`src/rtl/writeback_arbiter_if.sv`:
```
// rtl/writeback_arbiter_if.sv - result handshakes, scoreboard queries and register-file write port of writeback_arbiter
interface writeback_arbiter_if;
    logic        alu_valid;
    logic        alu_ready;
    logic [4:0]  alu_rd;
    logic [31:0] alu_value;
    logic        lsu_valid;
    logic        lsu_ready;
    logic [4:0]  lsu_rd;
    logic [31:0] lsu_value;
    logic        pend_set;
    logic [4:0]  pend_rd;
    logic [4:0]  query1_key;
    logic [4:0]  query2_key;
    logic        query1_busy;
    logic        query2_busy;
    logic        portD_enable;
    logic [4:0]  portD_key;
    logic [31:0] portD_value;

    modport slave (
        input  alu_valid, alu_rd, alu_value, lsu_valid, lsu_rd, lsu_value,
        input  pend_set, pend_rd, query1_key, query2_key,
        output alu_ready, lsu_ready, query1_busy, query2_busy,
        output portD_enable, portD_key, portD_value
    );

    modport master (
        output alu_valid, alu_rd, alu_value, lsu_valid, lsu_rd, lsu_value,
        output pend_set, pend_rd, query1_key, query2_key,
        input  alu_ready, lsu_ready, query1_busy, query2_busy,
        input  portD_enable, portD_key, portD_value
    );
endinterface

```
`src/rtl/writeback_arbiter.sv`:
```
// rtl/writeback_arbiter.sv - merges ALU/LSU results onto the register-file write port with a load scoreboard
// Optional LSU starvation guard enabled by defining WB_STARVE_GUARD_EN.
module writeback_arbiter #(
    parameter int LSU_FIFO_DEPTH = 2,
    parameter int STARVE_LIMIT   = 4
) (
    input  logic               clk,
    input  logic               reset,
    writeback_arbiter_if.slave wb
);
    localparam int AW = $clog2(LSU_FIFO_DEPTH);
    localparam logic [AW:0] FULL_COUNT = (AW + 1)'(LSU_FIFO_DEPTH);

    logic [4:0]    fifo_rd    [LSU_FIFO_DEPTH];
    logic [31:0]   fifo_value [LSU_FIFO_DEPTH];
    logic [AW-1:0] wr_ptr;
    logic [AW-1:0] rd_ptr;
    logic [AW:0]   count;
    logic [31:0]   pending;
    logic [31:0]   pending_next;
    logic          d_enable;
    logic          d_lsu;
    logic [4:0]    d_key;
    logic [31:0]   d_value;
    logic          fifo_empty;
    logic          fifo_full;
    logic          alu_ready;
    logic          lsu_ready;
    logic          alu_fire;
    logic          lsu_fire;
    logic          alu_claims;
    logic          pop;
    logic          bypass;
    logic          push;
    logic          src_valid;
    logic          src_lsu;
    logic [4:0]    src_rd;
    logic [31:0]   src_value;

    assign fifo_empty = (count == '0);
    assign fifo_full  = (count == FULL_COUNT);
    assign lsu_ready  = !fifo_full && !reset;

`ifdef WB_STARVE_GUARD_EN
    localparam int CW = $clog2(STARVE_LIMIT + 1);
    localparam logic [CW-1:0] LIMIT_COUNT = CW'(STARVE_LIMIT);
    logic [CW-1:0] starve_cnt;

    assign alu_ready = (starve_cnt != LIMIT_COUNT);

    always_ff @(posedge clk) begin
        if (reset) begin
            starve_cnt <= '0;
        end else if (fifo_empty || pop) begin
            starve_cnt <= '0;
        end else if (alu_claims) begin
            starve_cnt <= starve_cnt + CW'(1);
        end
    end
`else
    // Always 1 for any legal STARVE_LIMIT: the ALU wins unconditionally.
    assign alu_ready = (STARVE_LIMIT > 0);
`endif

    // A forced LSU cycle needs no extra term: alu_ready=0 leaves the port to the FIFO head.
    // An rd-0 ALU result is consumed without claiming the port.
    always_comb begin
        alu_fire   = wb.alu_valid && alu_ready;
        lsu_fire   = wb.lsu_valid && lsu_ready;
        alu_claims = alu_fire && (wb.alu_rd != 5'd0);
        pop        = !fifo_empty && !alu_claims;
        bypass     = lsu_fire && fifo_empty && !alu_claims;
        push       = lsu_fire && !bypass;
        src_valid  = 1'b1;
        src_lsu    = 1'b1;
        src_rd     = fifo_rd[rd_ptr];
        src_value  = fifo_value[rd_ptr];
        if (alu_claims) begin
            src_lsu   = 1'b0;
            src_rd    = wb.alu_rd;
            src_value = wb.alu_value;
        end else if (pop) begin
            src_lsu   = 1'b1;
        end else if (bypass) begin
            src_rd    = wb.lsu_rd;
            src_value = wb.lsu_value;
        end else begin
            src_valid = 1'b0;
        end
    end

    // Clear first so a same-cycle set of the same register wins.
    always_comb begin
        pending_next = pending;
        if (d_enable && d_lsu) begin
            pending_next[d_key] = 1'b0;
        end
        if (wb.pend_set && (wb.pend_rd != 5'd0)) begin
            pending_next[wb.pend_rd] = 1'b1;
        end
    end

    always_ff @(posedge clk) begin
        if (push) begin
            fifo_rd[wr_ptr]    <= wb.lsu_rd;
            fifo_value[wr_ptr] <= wb.lsu_value;
        end
    end

    always_ff @(posedge clk) begin
        if (reset) begin
            wr_ptr   <= '0;
            rd_ptr   <= '0;
            count    <= '0;
            pending  <= '0;
            d_enable <= 1'b0;
            d_lsu    <= 1'b0;
            d_key    <= '0;
            d_value  <= '0;
        end else begin
            if (push) begin
                wr_ptr <= wr_ptr + AW'(1);
            end
            if (pop) begin
                rd_ptr <= rd_ptr + AW'(1);
            end
            if (push && !pop) begin
                count <= count + (AW + 1)'(1);
            end else if (pop && !push) begin
                count <= count - (AW + 1)'(1);
            end
            pending  <= pending_next;
            d_enable <= src_valid && (src_rd != 5'd0);
            d_lsu    <= src_lsu;
            if (src_valid && (src_rd != 5'd0)) begin
                d_key   <= src_rd;
                d_value <= src_value;
            end
        end
    end

    assign wb.alu_ready    = alu_ready;
    assign wb.lsu_ready    = lsu_ready;
    assign wb.portD_enable = d_enable;
    assign wb.portD_key    = d_key;
    assign wb.portD_value  = d_value;
    assign wb.query1_busy  = pending[wb.query1_key] && (wb.query1_key != 5'd0);
    assign wb.query2_busy  = pending[wb.query2_key] && (wb.query2_key != 5'd0);
endmodule

```
`src/flat_wrapper.sv`:
```
// flat-port wrapper written by rule: the top's interface ports become plain ports
module writeback_arbiter_flat 
#(
    parameter int LSU_FIFO_DEPTH = 2,
    parameter int STARVE_LIMIT   = 4
)
  (clk, reset, wb_alu_valid, wb_alu_rd, wb_alu_value, wb_lsu_valid, wb_lsu_rd, wb_lsu_value, wb_pend_set, wb_pend_rd, wb_query1_key, wb_query2_key, wb_alu_ready, wb_lsu_ready, wb_query1_busy, wb_query2_busy, wb_portD_enable, wb_portD_key, wb_portD_value);
  writeback_arbiter_if wb_i ();
  input  logic clk;
  input  logic reset;
  input wire logic [$bits(wb_i.alu_valid)-1:0] wb_alu_valid;
  input wire logic [$bits(wb_i.alu_rd)-1:0] wb_alu_rd;
  input wire logic [$bits(wb_i.alu_value)-1:0] wb_alu_value;
  input wire logic [$bits(wb_i.lsu_valid)-1:0] wb_lsu_valid;
  input wire logic [$bits(wb_i.lsu_rd)-1:0] wb_lsu_rd;
  input wire logic [$bits(wb_i.lsu_value)-1:0] wb_lsu_value;
  input wire logic [$bits(wb_i.pend_set)-1:0] wb_pend_set;
  input wire logic [$bits(wb_i.pend_rd)-1:0] wb_pend_rd;
  input wire logic [$bits(wb_i.query1_key)-1:0] wb_query1_key;
  input wire logic [$bits(wb_i.query2_key)-1:0] wb_query2_key;
  output wire logic [$bits(wb_i.alu_ready)-1:0] wb_alu_ready;
  output wire logic [$bits(wb_i.lsu_ready)-1:0] wb_lsu_ready;
  output wire logic [$bits(wb_i.query1_busy)-1:0] wb_query1_busy;
  output wire logic [$bits(wb_i.query2_busy)-1:0] wb_query2_busy;
  output wire logic [$bits(wb_i.portD_enable)-1:0] wb_portD_enable;
  output wire logic [$bits(wb_i.portD_key)-1:0] wb_portD_key;
  output wire logic [$bits(wb_i.portD_value)-1:0] wb_portD_value;
  assign wb_i.alu_valid = wb_alu_valid;
  assign wb_i.alu_rd = wb_alu_rd;
  assign wb_i.alu_value = wb_alu_value;
  assign wb_i.lsu_valid = wb_lsu_valid;
  assign wb_i.lsu_rd = wb_lsu_rd;
  assign wb_i.lsu_value = wb_lsu_value;
  assign wb_i.pend_set = wb_pend_set;
  assign wb_i.pend_rd = wb_pend_rd;
  assign wb_i.query1_key = wb_query1_key;
  assign wb_i.query2_key = wb_query2_key;
  assign wb_alu_ready = wb_i.alu_ready;
  assign wb_lsu_ready = wb_i.lsu_ready;
  assign wb_query1_busy = wb_i.query1_busy;
  assign wb_query2_busy = wb_i.query2_busy;
  assign wb_portD_enable = wb_i.portD_enable;
  assign wb_portD_key = wb_i.portD_key;
  assign wb_portD_value = wb_i.portD_value;
  writeback_arbiter #(.LSU_FIFO_DEPTH(LSU_FIFO_DEPTH), .STARVE_LIMIT(STARVE_LIMIT)) u_core (.clk(clk), .reset(reset), .wb(wb_i));
endmodule
```
`config.mk`:
```
export PLATFORM = sky130hd
export DESIGN_NAME = writeback_arbiter_flat
export DESIGN_NICKNAME = d
export VERILOG_FILES = /design/src/rtl/writeback_arbiter_if.sv /design/src/rtl/writeback_arbiter.sv /design/src/flat_wrapper.sv
export SDC_FILE = /design/constraint.sdc
export NUM_CORES = 1
export LEC_CHECK = 0
export ABC_AREA = 0
export BUFFER_PORTS_ARGS = -buffer_cell sky130_fd_sc_hd__buf_2
export CAP_MARGIN = 20
export CORE_MARGIN = 2
export CORE_UTILIZATION = 45
export CTS_CLUSTER_SIZE = 30
export DETAILED_ROUTE_END_ITERATION = 8
export HOLD_SLACK_MARGIN = 0.12
export PLACE_DENSITY = 0.67
export SLEW_MARGIN = 15
export SYNTH_ARGS = -nofsm -noshare
export SYNTH_HDL_FRONTEND = slang
export SYNTH_SLANG_ARGS = --single-unit
```
`constraint.sdc`:
```
create_clock -name clk -period 3.61 [get_ports clk]
set_input_delay 0.1805 -clock clk [delete_from_list [all_inputs] [get_ports clk]]
set_output_delay 0.1805 -clock clk [all_outputs]
set_load 0.01 [all_outputs]
```
==> metrics.md, run 1 <==
| Metric | Value |
|---|---|
| Post-route clock period utilization | 84.8% |
| DR WL/cell | about 17 um |
| Chip width | 130 um |
| Clock sink count | roughly 150 |
| Crit Reg-Reg Endpoint | u_core.wb.portD_value[16] |
| # hold bufs at CTS | 37 |
| Routed vias/inst | 5.52 |
| Netlist Area Pre-Place | between 0.007 and 0.008 sq mm |
| Synth area leader | edfxtp_1 |
| Placer Congestion | about 0.86 |
| Netlist cell types | 44 |
| Async S/R FF share, synth | 0% |
| Final nets | 883 |
| Yosys top cell area share | a little under a third |
| Worst slew pin tran | roughly 1.1 ns |
| Die area | roughly 0.017 sq mm |
| First-pass GRT wire length | around 28000 um |
| Starting Density | 45.5% |
| Setup-failing EPs final | 0 |
| Setup TNS | 0 ns |
| Post-CTS sizing | 0 |
| Compound-cell area share of the yosys netlist | between 10% and 20% |
| Max-slew violations | 0 |
| Port Buf Inserts | ~130 |
| Hold crit path type | input port to register |
| DR iter-0 viols | 330 |
| Vias in the first global route | 5666 |
| FF/Latch Area | approximately 0.0037 sq mm |
| Fmax | 326 MHz |
| Worst setup margin | 0.547 ns |
| Reg2Reg Depth | 7 |
| Hold Path Depth | 4 |
| Core area | approximately 0.016 sq mm |
| R2R setup slack | 0.55 ns |
| # fillers | around 1400 |
| Via count | around 5600 |
| CP startpoint kind | register |
| Xor and xnor fraction of the mapped netlist area | less than 1% |
| Max clock buf depth | 2 |
| Avg Synthesized Cell Area | ~11 sq um |
| Worst Hold Path EP | u_core.wb.portD_value[15] |
| Syn_nets | 732 |
| Run status | finished clean |
| Post-Synth Adder-Cell Area | less than 1% |
| DRC | 0 |
| Worst VDD drop | around 330 uV |
| Pre-CTS setup slack | 0.524 ns |
| Clock skew | between 0.008 and 0.009 ns |
| Share of layout cells above drive strength 1 | slightly below 30% |
| Reg2Reg Launch Point | u_core.count[0] |
| Main synth FF type | dfxtp_1 |
| Relative slew slack | ~29% |
| Ports | ~140 |
| Mux share of post-synthesis cell area | a little under a fifth |
| Clock transition at the registers of the reported paths | 0.06 ns |
| Num CTS Buffers | 17 |
| Lkg Pwr | ~3.4 nW |
| Sequential fraction of the synthesis area | between 50% and 60% |
| Clock period minus worst slack | ~3.1 ns |
| Largest net degree at the start of global routing | 67 |
| Top post-synthesis cells by area | edfxtp_1, dfxtp_1, mux2_4 |
| Die H | ~130 um |
| Combinational family with the most area after synthesis | multiplexers |
| RSZ-0062 raised after global routing | no |
| P per Cell Area | roughly 570 mW/mm^2 |
| Antenna violations before repair | 0 |
| Maxcap violations | 0 |
| GR Util All Layers | 21.2% |
| Ant. Diodes | 0 |
| Simple-gate share of the synthesized area | between 10% and 20% |
| # rows | 46 |
| Pre-antenna DRT Iters | 5 |
| P&R area growth vs syn | 24.2% |
| GRT Residual Overflow | 0 |
| Routed Antenna Nets | 0 |
| CTS root buf | clkbuf_16 |
| Hold Startpoint | wb_alu_value[15] |
| Crit path DAT | roughly 3.4 ns |
| Critical Path RT | roughly 4 ns |
| Synth warnings | 0 |
| Worst Path Max Fanout | 21 |
| Flops & latches, synth | roughly 150 |
| Hold Vio Cnt, Final | 0 |
| Multi-input combinational cell area | about 0.0032 sq mm |
| Commonest non-fill, non-tap cells in the layout | buf_2, nand2_1, dfxtp_1, edfxtp_1, a21oi_1 |
| CP Capture Type | register |
| Worst skew pair latency | about 0.42 ns |
| Final HPWL DP | approximately 11000 um |
| Final WL | between 15000 and 20000 um |
| Synth Instances | roughly 640 |
| # Post-CTS Setup Buffers | 0 |
| CTS tree | built |
| Htree depth | 4 |
| Core Util, Final | roughly 57% |
| Number of enable flip-flop cells after synthesis | 74 |
| Critical path class | register to register |
| Most common cell after layout, fill and taps aside | buf_2 |
[worst max-delay path, stage by stage (launching register included)]
cell,delay [ns]
dfxtp_1,0.38
or4b_4,0.70
mux2i_1,0.19
o21ai_0,0.18
or4_4,0.57
o21ai_4,0.15
buf_4,0.40
mux2_2,0.38
[flip-flops by register name (all words and copies together), names as in the netlist, 2 cells and up, named ones only]
signal	cells
u_core.wb.portD_key	5
u_core.wb.portD_value	32
u_core.count	2
u_core.fifo_value	64
u_core.pending	31
u_core.fifo_rd	10
[routing by layer]
| layer | global-route usage, % | share of wire (%) | up-vias |
|---|---|---|---|
| li1 | - | - | 2630 |
| met5 | 0 | 0 | - |
| met2 | 35.2 | 49 | 231 |
| met1 | 26.7 | 43 | 2719 |
| met4 | 9.04 | 1.8 | 0 |
| met3 | 5.21 | 6.3 | 31 |
[through the flow]
stage / cell area [sq um] / total power, mW / cells / hold slack, ns
floorplan: 7130 / 3.07 / 637 / 0.279
global placement: 7900 / 3.36 / 947 / 0.384
detailed placement: 7930 / 3.41 / 948 / 0.389
CTS: 8850 / 5.11 / 1017 / 0.140
global route: 8850 / 5.31 / 1017 / 0.165
finish: 8850 / 5.08 / 1017 / 0.150
[cells by family after synthesis]
| family | Yosys count |
|---|---|
| AOI/OAI and AO/OA | 150 |
| xor gates and xnor gates | 4 |
| adders and majority gates | 1 |
| buffers and inverters | 51 |
| DFF | 149 |
| muxes | 97 |
| other | 1 |
| and+or+nand+nor | 184 |
[final cells by class]
cell class	count	area share (%)
flip-flops and latches	149	42.1
repair buffers	179	12.7
clock inverters	13	1.29
multi-input cells	437	35.7
inverters	4	0.170
well taps	216	3.05
clock buffers	19	5.00
[power breakdown]
group / switching (mW) / internal, mW
sequential: 0.148 / 1.99
combinational: 0.668 / 0.618
clock: 0.648 / 1.02
total: 1.47 / 3.62
[worst max path at each step]
stage,depth (start not counted),end,start
floorplan,5,u_core.fifo_rd[0][0],u_core.count[0]
global placement,8,u_core.wb.portD_value[15],reset
detailed placement,8,u_core.wb.portD_value[17],reset
CTS,7,u_core.wb.portD_value[17],u_core.count[0]
global route,7,u_core.wb.portD_value[16],u_core.count[0]
finish,7,u_core.wb.portD_value[16],u_core.count[0]
[synth_stat cells, types with 4 or more instances]
cell type / number
o21ai_0: 37
nor3b_1: 4
edfxtp_1: 74
clkbuf_1: 38
or3_1: 5
mux2_2: 13
dfxtp_1: 75
a21oi_1: 67
nor2b_1: 33
mux2_4: 28
nand2_1: 112
inv_1: 4
o211ai_1: 32
nor2_1: 14
mux2i_1: 38
mux4_2: 18
Note: power is estimated with default switching activity, not from simulation.
==> run 2, diff against run 1 <==
Settings changed: ABC_AREA 0 to 1, PLACE_DENSITY 0.67 to 0.7.
Clock period 3.61 ns to 2.8 ns, I/O delays scaled along.
==> run 2 against run 1 <==
Compared with the run above:
- register-to-register slack lost 0.13 ns
- worst setup slack got worse by 0.13 ns
- via count increased by 19%
- synthesized area up 0.32%
- largest power group unchanged
==> metrics.md, run 2 <==
| Metric | Value |
|---|---|
| Vias in the first global route | 6140 (+8.4%) |
| First-pass GRT wire length | 30200 um (+9.2%) |
| # fillers | 1373 (+0.66%) |
| Max-slew violations | 0 (unchanged) |
| Syn_nets | 937 (+28%) |
| Critical Path Source | u_core.count[1] |
| Flops & latches, synth | 150 (+0.67%) |
| Num CTS Buffers | 17 (unchanged) |
| Run status | finished clean |
| Reg2Reg Launch Point | u_core.count[1] |
| DRC | 0 (unchanged) |
| Max clock buf depth | 2 (unchanged) |
| CP peak stage delay | 0.41 ns (-0.29 ns) |
| Worst VDD drop | 428 uV (+31%) |
| Count leader, synth | nand2_1 |
| Netlist Area Pre-Place | 0.00715 sq mm (+0.32%) |
| Clock transition at the registers of the reported paths | 0.06 ns (about the same) |
| Worst slew pin tran | 1.04 ns (-0.0263 ns) |
| Final nets | 1129 (+28%) |
| Critical Path End | u_core.wb.portD_key[2] |
| CTS root buf | clkbuf_16 |
| Via count | 6681 (+19%) |
| Placed instance area | 0.00802 sq mm (+1.2%) |
| Most common cell after layout, fill and taps aside | nand2_1 |
| Crit path buffers/inverters | 4 (+3) |
| Yosys top cell area share | 31.1% (-0.098 points) |
| Placer Congestion | 0.837 (-2.9%) |
| P&R area growth vs syn | 29.9% |
| Ports | 136 (unchanged) |
| Fmax | 420 MHz (+29%) |
| Critical path depth | 13 (+6) |
| Netlist cell types | 34 (-23%) |
| Chip width | 130 um (+0.15%) |
| CP startpoint kind | register |
| Sequential fraction of the synthesis area | 52.3% (+0.12 points) |
| Synth Instances | 842 (+32%) |
| Post-CTS sizing | 0 (unchanged) |
| # rows | 46 (unchanged) |
| Die area | 0.0169 sq mm (+0.30%) |
| Antenna violations before repair | 2 (+2) |
| Starting Density | 45.5% (about the same) |
| Cells along the critical path | inv_1 > nand4_4 > inv_2 > nand2_1 > nand3_1 > nand2_1 > nand2_1 > inv_1 > nand3_2 > buf_4 > nand2_2 > nand2_1 > a21oi_1 |
| R2R setup slack | 0.42 ns (-0.13 ns) |
| Tot Pwr | 6.72 mW (+32%) |
| Post-route clock period utilization | 85.0% (+0.16 points) |
| Hold Vio Cnt, Final | 0 (unchanged) |
| Async S/R FF share, synth | 0% (unchanged) |
| Commonest non-fill, non-tap cells in the layout | nand2_1, a21oi_1, buf_2 |
| Routed Antenna Nets | 0 (unchanged) |
| Clock skew | 0.00821 ns (-0.000600 ns) |
| Crit path DAT | 2.66 ns (-0.70 ns) |
| Main synth FF type | dfxtp_1 |
| Placed cells | 1157 (+22%) |
| Relative slew slack | 30.3% (+1.4 points) |
| CP delay by family, top | buffers and inverters |
| Maxcap violations | 0 (unchanged) |
| Design Area, Final | 0.00929 sq mm (+4.9%) |
| Setup TNS | 0 ns (unchanged) |
| Critical Path RT | 3.08 ns (-0.83 ns) |
| Setup-failing EPs final | 0 (unchanged) |
| Synth warnings | 0 (unchanged) |
| Clock sink count | 150 (+0.67%) |
| Number of enable flip-flop cells after synthesis | 74 (unchanged) |
| Worst Path Max Fanout | 41 (+95%) |
| Worst skew pair latency | 0.42 ns (about the same) |
| Htree depth | 4 (unchanged) |
| GRT Residual Overflow | 0 (unchanged) |
| Core Util, Final | 59.1% (+2.6 points) |
| DR iter-0 viols | 483 (+46%) |
| Port Buf Inserts | 134 (unchanged) |
| Lkg Pwr | 3.80 nW (+10%) |
| CP Capture Type | register |
| Clock period minus worst slack | 2.38 ns (-0.683 ns) |
| Largest register by flop count | u_core.fifo_value |
| Hold crit path type | input port to register |
| Pre-antenna DRT Iters | 5 (unchanged) |
| Final HPWL DP | 12600 um (+10%) |
| Synth top cells by count | nand2_1, a21oi_1, o21ai_0, dfxtp_1 |
| DR WL/cell | 15.1 um (-13%) |
| CTS tree | built |
| Most Frequent Cell on Critical Path | nand2_1 |
| Critical path class | register to register |
| Synth area leader | edfxtp_1 |
| Largest net degree at the start of global routing | 43 (-36%) |
| Final WL | 19100 um (+8.3%) |
| Routed vias/inst | 5.28 (-4.3%) |
| Slowest CP cell | inv_2 |
| GR Util All Layers | 22.9% (+1.7 points) |
| Final std cells w/o fill | 1265 (+24%) |
| Crit Reg-Reg Endpoint | u_core.wb.portD_key[2] |
| Top post-synthesis cells by area | edfxtp_1, dfxtp_1, a21oi_1 |
| Core area | 0.0157 sq mm (+0.37%) |
| Avg Synthesized Cell Area | 8.49 sq um (-24%) |
| Largest register FFs | 64 (unchanged) |
| P per Cell Area | 723 mW/mm^2 (+26%) |
| RSZ-0062 raised after global routing | no |
| Die H | 130 um (+0.15%) |
| Share of layout cells above drive strength 1 | 22.3% (-7.3 points) |
| Reg2Reg Depth | 13 (+6) |
run 2: cell types whose count changed in the layout (fill, tap and decap cells not counted), moves of 38 or more:
cell     previous run  this run
a21oi_1            67       138
inv_1               4        43
mux2i_1            38         0
nand2_1           112       157
nand3_1             1        62
nor2_1             14        72
o21ai_0            37        87
run 2: layer usage:
layer | vias to the layer above | global-route usage [%] | wire (um)
met5 | - | 0 | 0
met4 | 0 | 8.60 | 381
met3 | 29 | 5.04 | 1330
met2 | 248 | 37.5 | 9180
met1 | 3109 | 30.0 | 8220
li1 | 3295 | - | -
run 2: timing repair:
action                                  4_1_cts  5_1_grt
endpoints found under the hold margin       128        0
hold buffers                                 74        0
endpoints found under the setup margin        0        0
buffers inserted                              0        0
run 2: worst min path at each step:
stage | from | end | slack (ns) | cells after the start
CTS | wb_pend_rd[1] | u_core.pending[9] | 0.14 | 4
global route | wb_pend_rd[0] | u_core.pending[4] | 0.17 | 4
finish | wb_pend_rd[1] | u_core.pending[9] | 0.16 | 4
detailed placement | wb_lsu_rd[0] | u_core.fifo_rd[1][0] | 0.35 | 1
global placement | wb_lsu_value[30] | u_core.fifo_value[0][30] | 0.34 | 1
floorplan | wb_lsu_rd[0] | u_core.fifo_rd[0][0] | 0.24 | 0
run 2: per-stage QoR:
stage	setup slack, ns	hold slack [ns]
after floorplan	0.407	0.239
after global placement	0.500	0.343
after detailed placement	0.416	0.345
after CTS	0.398	0.141
after global routing	0.125	0.174
final	0.420	0.156
run 2: layout make-up:
type                       instances  area, sq um  share of cell area [%]
sequential                       150         3740                    40.3
clock inverter                     8         46.3                   0.498
antenna                            3         7.51                  0.0808
clock buffer                      23          478                    5.14
tap                              216          270                    2.91
multi-input combinational        594         3010                    32.4
inverter                          47          181                    1.95
timing repair buffer             224         1560                    16.7
run 2: worst reg2reg max path: cells and delay by family, from the launching register on:
| kind | cells | cell delay [ns] |
|---|---|---|
| simple gates | 8 | 0.93 |
| buf+inv | 4 | 0.93 |
| flops | 1 | 0.32 |
| compound gates | 1 | 0.07 |
run 2: cell families (layout without fill, tap and decap cells):
family | count (synthesis) | after routing | synth area share, %
AOI/OAI and AO/OA | 248 | 248 | 18.3
DFF | 150 | 150 | 52.3
and+or+nand+nor | 311 | 311 | 18.1
xor gates and xnor gates | 1 | 1 | 0.122
buffers and inverters | 98 | 302 | 5.88
other | 1 | 4 | 0.0524
muxes | 32 | 32 | 5.04
adders and majority gates | 1 | 1 | 0.175
run 2: power breakdown:
part / internal [mW] / total [mW] / leakage (nW) / switching, mW
combinational: 0.791 / 1.89 / 2.23 / 1.09
sequential: 2.59 / 2.79 / 1.30 / 0.198
clock: 1.19 / 2.04 / 0.269 / 0.849
==> run 3, diff against run 2 <==
Settings changed: CORE_MARGIN 2 to unset, CORE_UTILIZATION 45 to 50, PLACE_DENSITY 0.7 to 0.76.
==> run 3 against run 2 <==
Compared with the run above:
- first-iteration DRC count rose by 10%
- die area is 13% lower
- register-to-register slack gained 0.23 ns
- utilization increased by 7.5 points
- clock skew increased by 0.0027 ns
- global-route usage rose by 4.1 points
- critical path depth fell by 1
- non-clock buffer count down 3
- worst setup slack improved by 0.23 ns
- critical endpoint is now u_core.count[1]
- highest routed layer unchanged
==> metrics.md, run 3 (synthesized netlist as in run 2, its figures left out) <==
| Metric | Value |
|---|---|
| Run status | finished clean |
| Power share of the combinational group | 27.1% (-1.0 points) |
| Most Frequent Cell on Critical Path | inv_1 |
| Core area | 0.0139 sq mm (-11%) |
| Slowest CP cell | ha_1 |
| Largest net degree at the start of global routing | 53 (+23%) |
| Clock skew | 0.0109 ns (+0.00268 ns) |
| Power share of the sequential group | 39.4% (-2.1 points) |
| P per Cell Area | 760 mW/mm^2 (+5.0%) |
| Num CTS Buffers | 17 (unchanged) |
| RSZ-0062 raised after global routing | no |
| Met1 usage | 34.3% (+4.3 points) |
| First-pass GRT wire length | 30900 um (+2.4%) |
| Global-route met3 utilization | 5.85% (+0.81 points) |
| Htree depth | 4 (unchanged) |
| Clock sink count | 150 (unchanged) |
| Chip width | 122 um (-6.5%) |
| Internal | 4.86 mW (+6.1%) |
| Share of layout cells above drive strength 1 | 22.2% (-0.053 points) |
| GRT Residual Overflow | 0 (unchanged) |
| P&R area growth vs syn | 29.8% (about the same) |
| CP Capture Type | register |
| Worst Hold Slack | 0.145 ns (-0.0107 ns) |
| # rows | 43 (-6.5%) |
| Post-route clock period utilization | 77.0% (-8.0 points) |
| Pre-CTS setup slack | 0.548 ns (+0.131 ns) |
| Max clock buf depth | 2 (unchanged) |
| Lkg Pwr | 3.80 nW (about the same) |
| Switch share | 31.1% (-0.76 points) |
| Hold Vio Cnt, Final | 0 (unchanged) |
| Pre-antenna DRT Iters | 6 (+1) |
| CTS root buf | clkbuf_16 |
| Maxcap violations | 0 (unchanged) |
| GR Util All Layers | 27.0% (+4.1 points) |
| Final WL | 19400 um (+1.4%) |
| Most common cell after layout, fill and taps aside | nand2_1 |
| Largest register by flop count | u_core.fifo_value |
| Largest register FFs | 64 (unchanged) |
| Hold crit path type | input port to register |
| Critical path class | register to register |
| Worst VDD drop | 535 uV (+25%) |
| Setup-failing EPs final | 0 (unchanged) |
| CP startpoint kind | register |
| Worst Path Max Fanout | 9 (-78%) |
| Port Buf Inserts | 134 (unchanged) |
| Clock power frac | 33.5% (+3.1 points) |
| Worst skew pair latency | 0.41 ns (about the same) |
| Met2 Track Usage GR | 44.5% (+7.0 points) |
| Ant. Diodes | 0 (-3) |
| Die area | 0.0148 sq mm (-13%) |
| DRC | 0 (unchanged) |
| Crit path DAT | 2.44 ns (-0.22 ns) |
| CTS tree | built |
| Via count | 6754 (+1.1%) |
| Routed vias/inst | 5.52 (+4.5%) |
| Antenna violations before repair | 0 (-2) |
| Clock period minus worst slack | 2.15 ns (-0.225 ns) |
| DR WL/cell | 15.8 um (+4.8%) |
| Final nets | 1126 (-0.27%) |
| Post-CTS sizing | 0 (unchanged) |
| Die H | 122 um (-6.5%) |
| Worst setup margin | 0.645 ns (+0.225 ns) |
| Clock transition at the registers of the reported paths | 0.06 ns (about the same) |
| NetSw | 2.19 mW (+2.5%) |
| Final HPWL DP | 12000 um (-5.2%) |
| Busiest layer in global routing | met2 |
| Fmax | 464 MHz (+10%) |
| Vias in the first global route | 6435 (+4.8%) |
| Starting Density | 51.3% (+5.8 points) |
| Routed Antenna Nets | 0 (unchanged) |
| # Post-CTS Setup Buffers | 0 (unchanged) |
| Ports | 136 (unchanged) |
| Cells along the critical path | inv_1 > nand4_4 > nor2_1 > buf_4 > inv_1 > nand3_1 > inv_1 > ha_1 > a21oi_1 > o21ai_0 > o21ai_0 > a21oi_1 |
| DR iter-0 viols | 533 (+10%) |
| Commonest non-fill, non-tap cells in the layout | nand2_1, a21oi_1, buf_2 |
| Setup TNS | 0 ns (unchanged) |
| Relative slew slack | 33.4% (+3.1 points) |
| CP peak stage delay | 0.34 ns (-0.07 ns) |
| Placer Congestion | 0.891 (+6.4%) |
| Worst slew pin tran | 0.991 ns (-0.0465 ns) |
| Max-slew violations | 0 (unchanged) |
| # hold bufs at CTS | 72 (-2.7%) |
| Critical Path RT | 3.09 ns (about the same) |
-- run 3: cell types whose count changed in the layout (fill, tap and decap cells not counted) --
cell	previous run	this run
inv_6	1	2
clkinv_4	0	1
inv_4	5	0
clkbuf_8	3	0
buf_12	2	1
diode_2	3	0
bufinv_16	0	4
dlygate4sd3_1	74	72
clkinv_1	0	3
clkinv_2	3	2
clkbuf_1	3	1
clkinvlp_4	0	3
-- run 3: path summary, 6_finish.rpt --
check	start	end	slack, ns	cells past startpoint
max reg2reg	u_core.count[1]	u_core.count[1]	0.65	12
min	wb_alu_value[26]	u_core.wb.portD_value[26]	0.15	5
max	u_core.count[1]	u_core.count[1]	0.65	12
min reg2reg	u_core.rd_ptr	register	0.45	1
-- run 3: final cells by class --
type / count / area [sq um]
Clock inverter: 14 / 181
Tap cell: 180 / 225
Fill cell: 1072 / 4650
Timing Repair Buffer: 221 / 1520
Clock buffer: 18 / 429
Sequential cell: 150 / 3740
Multi-Input combinational cell: 594 / 3010
Inverter: 47 / 181
-- run 3: worst max-delay path, delay by kind of cell (launching register included) --
kind	cells	cell delay (ns)
compound gates	4	0.45
fa+ha+maj	1	0.34
buf+inv	4	0.41
flops	1	0.32
simple gates	3	0.51
-- run 3: stage by stage --
stage	instances	power [mW]	instance area, sq um	utilization, %
floorplan	842	4.05	7160	-
global placement	1120	4.57	7960	57.1
detailed placement	1120	4.60	7960	57.1
CTS	1224	7.03	9290	66.6
global route	1224	7.42	9290	66.6
finish	1224	7.05	9290	66.6
-- run 3: power by group through the flow --
stage / combinational, mW / clock [mW] / sequential, mW
detailed placement: 1.79 / 0 / 2.81
global route: 2.12 / 2.49 / 2.81
finish: 1.91 / 2.36 / 2.78
CTS: 1.88 / 2.37 / 2.77
floorplan: 1.21 / 0 / 2.84
global placement: 1.76 / 0 / 2.81
-- run 3: routing by layer --
| metal | share of wire (%) | wire [um] | vias up |
|---|---|---|---|
| met5 | 0 | 0 | - |
| met4 | 2.4 | 462 | 0 |
| met1 | 42 | 8200 | 3134 |
| met3 | 6.2 | 1200 | 38 |
| li1 | - | - | 3287 |
| met2 | 49 | 9530 | 295 |
